==> src/rtl/dec_scan_seq.sv <==
// dec_scan_seq: registered one-hot decoder with MANUAL and SCAN modes.
//   MANUAL decodes code `a` one cycle after it is sampled; codes >= OUT_N
//   raise err and leave every line inactive. SCAN steps the active line
//   through 0..OUT_N-1, holding each one for DWELL cycles, and pulses wrap
//   when it returns from OUT_N-1 to 0. When en=0 all lines are inactive.
// Ports:
//   clk   - system clock, rising edge
//   rst_n - synchronous reset, active-low
//   en    - active-high enable
//   mode  - 0 = MANUAL, 1 = SCAN
//   a     - code to decode in MANUAL mode
//   y     - registered one-hot output, polarity set by ACT_HI
//   idx   - registered index of the active line (registered code in MANUAL)
//   err   - registered out-of-range flag for MANUAL codes
//   wrap  - one-cycle pulse on SCAN wrap-around
module dec_scan_seq #(
  parameter int SEL_W  = 3,
  parameter int OUT_N  = 6,
  parameter int DWELL  = 4,
  parameter int ACT_HI = 1
) (
  input  logic             clk,
  input  logic             rst_n,
  input  logic             en,
  input  logic             mode,
  input  logic [SEL_W-1:0] a,
  output logic [OUT_N-1:0] y,
  output logic [SEL_W-1:0] idx,
  output logic             err,
  output logic             wrap
);

  localparam int CNT_W = $clog2(DWELL) + 1;
  localparam logic [CNT_W-1:0] DWELL_LAST = CNT_W'(DWELL - 1);
  localparam logic [SEL_W-1:0] IDX_LAST   = SEL_W'(OUT_N - 1);
  localparam logic [SEL_W:0]   OUT_N_EXT  = (SEL_W + 1)'(OUT_N);
  localparam logic [OUT_N-1:0] Y_IDLE     = (ACT_HI != 0) ? '0 : '1;

  typedef enum logic [1:0] {
    ST_IDLE,
    ST_MANUAL,
    ST_SCAN
  } state_t;

  state_t           state_q, state_d;
  logic [OUT_N-1:0] y_q, y_d;
  logic [SEL_W-1:0] idx_q, idx_d;
  logic             err_q, err_d;
  logic             wrap_q, wrap_d;
  logic [CNT_W-1:0] cnt_q, cnt_d;
  logic             line_act;
  logic [OUT_N-1:0] onehot;

  always_comb begin
    state_d  = state_q;
    idx_d    = idx_q;
    cnt_d    = cnt_q;
    err_d    = 1'b0;
    wrap_d   = 1'b0;
    line_act = 1'b0;

    if (!en) begin
      state_d = ST_IDLE;
      cnt_d   = '0;
    end else if (!mode) begin
      state_d = ST_MANUAL;
      idx_d   = a;
      cnt_d   = '0;
      if ({1'b0, a} < OUT_N_EXT) begin
        line_act = 1'b1;
      end else begin
        err_d = 1'b1;
      end
    end else begin
      state_d  = ST_SCAN;
      line_act = 1'b1;
      if (state_q != ST_SCAN) begin
        // Any entry into SCAN restarts at line 0 with a fresh dwell.
        idx_d = '0;
        cnt_d = '0;
      end else if (cnt_q == DWELL_LAST) begin
        cnt_d = '0;
        if (idx_q == IDX_LAST) begin
          idx_d  = '0;
          wrap_d = 1'b1;
        end else begin
          idx_d = idx_q + 1'b1;
        end
      end else begin
        cnt_d = cnt_q + 1'b1;
      end
    end

    // Decode from the next index so y and idx update on the same edge.
    onehot = '0;
    for (int unsigned i = 0; i < OUT_N; i++) begin
      if (line_act && (idx_d == SEL_W'(i))) begin
        onehot[i] = 1'b1;
      end
    end
    y_d = (ACT_HI != 0) ? onehot : ~onehot;
  end

  always_ff @(posedge clk) begin
    if (!rst_n) begin
      state_q <= ST_IDLE;
      y_q     <= Y_IDLE;
      idx_q   <= '0;
      err_q   <= 1'b0;
      wrap_q  <= 1'b0;
      cnt_q   <= '0;
    end else begin
      state_q <= state_d;
      y_q     <= y_d;
      idx_q   <= idx_d;
      err_q   <= err_d;
      wrap_q  <= wrap_d;
      cnt_q   <= cnt_d;
    end
  end

  assign y    = y_q;
  assign idx  = idx_q;
  assign err  = err_q;
  assign wrap = wrap_q;

endmodule

==> config.mk <==
export PLATFORM = sky130hd
export DESIGN_NAME = dec_scan_seq
export DESIGN_NICKNAME = d
export VERILOG_FILES = /design/src/rtl/dec_scan_seq.sv
export SDC_FILE = /design/constraint.sdc
export NUM_CORES = 1
export LEC_CHECK = 0
export ABC_CLOCK_PERIOD_IN_PS = 3900
export CAP_MARGIN = 20
export CORE_MARGIN = 10
export CORE_UTILIZATION = 45
export DETAILED_ROUTE_END_ITERATION = 8
export PLACE_DENSITY = 0.87
export SYNTH_ARGS = -nofsm -noshare
export SYNTH_HDL_FRONTEND = slang
export SYNTH_SLANG_ARGS = --single-unit
==> constraint.sdc <==
create_clock -name clk -period 3.9 [get_ports clk]
set_input_delay 0.78 -clock clk [delete_from_list [all_inputs] [get_ports clk]]
set_output_delay 0.78 -clock clk [all_outputs]
set_load 0.03 [all_outputs]
==> flow_metrics.py <==
metrics = {
    "critical_path": {
        "path_delay_family": "buffers and inverters",
        "worst_path_largest_cell_delay_ns": 0.71,
        "cp.required_ns": 3.12,
        "critPathArrivalTime_ns": 1.44,
        "critPathBufInv": 1,
        "endpoint_kind": "output pin",
        "critical_path_class": "flop to output pin",
        "start_kind": "flop",
        "critPathMaxFanout": 6,
        "worst_path_max_delay_cell": "clkdlybuf4s50_1",
        "path_cells": "clkdlybuf4s50_1",
    },
    "clock_tree": {
        "htreeDepth": 1,
        "postCtsSetupRepairBufs": 0,
        "cts_buffers": 3,
        "cts_tree": "done",
        "cts_sinks": 16,
        "cts_root_buf": "clkbuf_4",
        "cts_resized": 0,
        "clk_path_buf_depth": 2,
        "clk_latency_ns": 0.28,
        "cts_hold_buf": 0,
        "clk_pin_slew_ns": 0.08,
    },
    "sta": {
        "slew_viol_final": 0,
        "finalCriticalPeriod_ns": 2.22,
        "final-setup-viol-count": 0,
        "fin_ws_ns": 1.68,
        "finalSetupTns_ns": 0,
        "fmax_ghz": 0.450,
        "final.period_utilization_pct": 56.9,
        "clock-skew-final_ns": 0.00561,
        "rsz0062_at_grt": "no",
        "tightest_slew_ns": 0.344,
        "final_hold_viol_count": 0,
        "slew_headroom_pct": 76.8,
    },
    "power": {
        "powerDensity_nw_per_um2": 347,
        "p_leak_nw": 0.330,
        "ir_worst_vdd_mv": 0.284,
    },
    "floorplan": {
        "rows": 13,
        "die_w_um": 57.2,
        "coreArea_um2": 1300,
        "dieArea_um2": 3270,
        "die_y_um": 57.2,
        "start_util_pct": 47.8,
        "ioPinCount": 18,
    },
    "layout": {
        "fin_cells": 95,
        "drive_gt1_share_pct": 7.50,
        "fillCellCount": 109,
        "antennaDiodeCount": 0,
        "multi_input_area_um2": 278,
        "syn2layout_area_growth_pct": 33.2,
        "final_nets": 91,
        "seq_area_um2": 320,
    },
    "global_route": {
        "grt_pass1_vias": 533,
        "grt_max_degree": 12,
        "grtUsageTotal_pct": 8.91,
        "grt_overflow_total": 0,
        "antenna_found_initial": 0,
        "grt_pass1_wl_mm": 2.39,
    },
    "logic_synthesis": {
        "syn_nets": 70,
        "synth-edff-count": 0,
        "avgSynthCellArea_um2": 10.2,
        "ys_warn_count": 0,
        "synth_seq_cells": 16,
        "ys.flop_type": "dfxtp_1",
        "synth.cell_area_um2": 622,
        "async_flop_share_pct": 0,
        "ys_seq_area_share_pct": 51.5,
        "synth_cell_types": 27,
        "syn_inst": 61,
    },
    "route": {
        "finalWirelength_mm": 1.34,
        "firstDrtPassIters": 4,
        "remaining_drc_errors": 0,
        "wl_per_cell_um": 14.1,
        "vias": 521,
        "drt_iter0_drc": 5,
        "via_per_inst": 5.48,
        "antenna_left": 0,
    },
    "status": {
        "status": "complete, no violations",
    },
    "placement": {
        "dpl.hpwl_mm": 1.06,
        "dp_slack_ns": 1.43,
        "globalplace.congestion": 0.794,
        "io_buffers": 17,
        "placed_cells": 92,
    },
    "hold_path": {
        "hold_class": "flop to flop",
    },
    "run": {
        "maxCapViolCount": 0,
    },
}
cell families after synthesis:
group                      Yosys count  synth area share (%)
and+or+nand+nor                     27                  26.8
DFF                                 16                  51.5
buffers and inverters                6                  3.82
adders and majority gates            2                  4.02
AOI/OAI and AO/OA                   10                  13.9
cells in the final DEF (no fill, tap or decap):
| cell | n |
|---|---|
| a2111o_1 | 1 |
| a21oi_1 | 1 |
| a22o_1 | 1 |
| a22o_2 | 1 |
| a22oi_1 | 1 |
| and2_1 | 3 |
| and2b_1 | 1 |
| and3_1 | 2 |
| clkbuf_4 | 3 |
| clkdlybuf4s50_1 | 17 |
| dfxtp_1 | 16 |
| ha_1 | 2 |
| inv_1 | 5 |
| nand2_1 | 3 |
| nand2b_1 | 1 |
| nand3_1 | 1 |
| nand3b_1 | 1 |
| nand3b_4 | 1 |
| nor2_1 | 6 |
| nor3_1 | 2 |
| nor3b_1 | 2 |
| nor4_1 | 1 |
| nor4b_1 | 2 |
| o21ai_0 | 2 |
| o32ai_1 | 1 |
| o41ai_1 | 1 |
| o41ai_2 | 1 |
| or3_1 | 1 |
cell usage after synthesis (2+ instances only):
master / n / area, µm²
o21ai_0: 2 / 10.0
nor3_1: 2 / 10.0
dfxtp_1: 16 / 320
nor4b_1: 2 / 17.5
nor3b_1: 2 / 15.0
ha_1: 2 / 25.0
inv_1: 5 / 18.8
and3_1: 2 / 12.5
and2_1: 3 / 18.8
nor2_1: 6 / 22.5
nand2_1: 3 / 11.3
path summary, 6_finish.rpt:
path	to	slack, ns	cells past startpoint	from
worst max-delay path	idx[2]	1.68	1	idx[2]
worst min-delay path	cnt_q[0]	0.44	1	cnt_q[0]
worst max register to register	y[5]	2.15	6	cnt_q[0]
worst min register to register	cnt_q[0]	0.44	1	cnt_q[0]
sequential cells by signal, indices dropped and copies added (netlist names):
| signal | count |
|---|---|
| idx | 3 |
| y | 6 |
| err | 1 |
| wrap | 1 |
| state_q | 2 |
| cnt_q | 3 |
report_power, final:
part / switching (mW) / internal [mW]
registers: 0.00259 / 0.167
logic: 0.0184 / 0.0165
clock network: 0.0467 / 0.0359
per-stage QoR:
step / cell area [µm²] / hold slack [ns] / total power [mW] / utilization, %
2_1_floorplan: 622 / 0.399 / 0.192 / -
3_3_place_gp: 806 / 0.408 / 0.208 / 61.9
3_5_place_dp: 806 / 0.431 / 0.209 / 61.9
4_1_cts: 828 / 0.442 / 0.289 / 63.7
5_1_grt: 828 / 0.461 / 0.299 / 63.7
6_report: 828 / 0.438 / 0.287 / 63.7
per-layer routing:
layer	track usage, %	routed length (µm)
met1	9.51	572
met5	0	0
met4	5.03	29
met2	14.0	588
met3	4.42	151
final cells by class:
class / instances / share of cell area, %
multi-input cells: 39 / 33.5
well taps: 15 / 2.27
repair buffers: 17 / 20.5
flip-flops and latches: 16 / 38.7
inverters: 5 / 2.27
clock buffers: 3 / 2.72
Power figures use the tool's default switching activity.
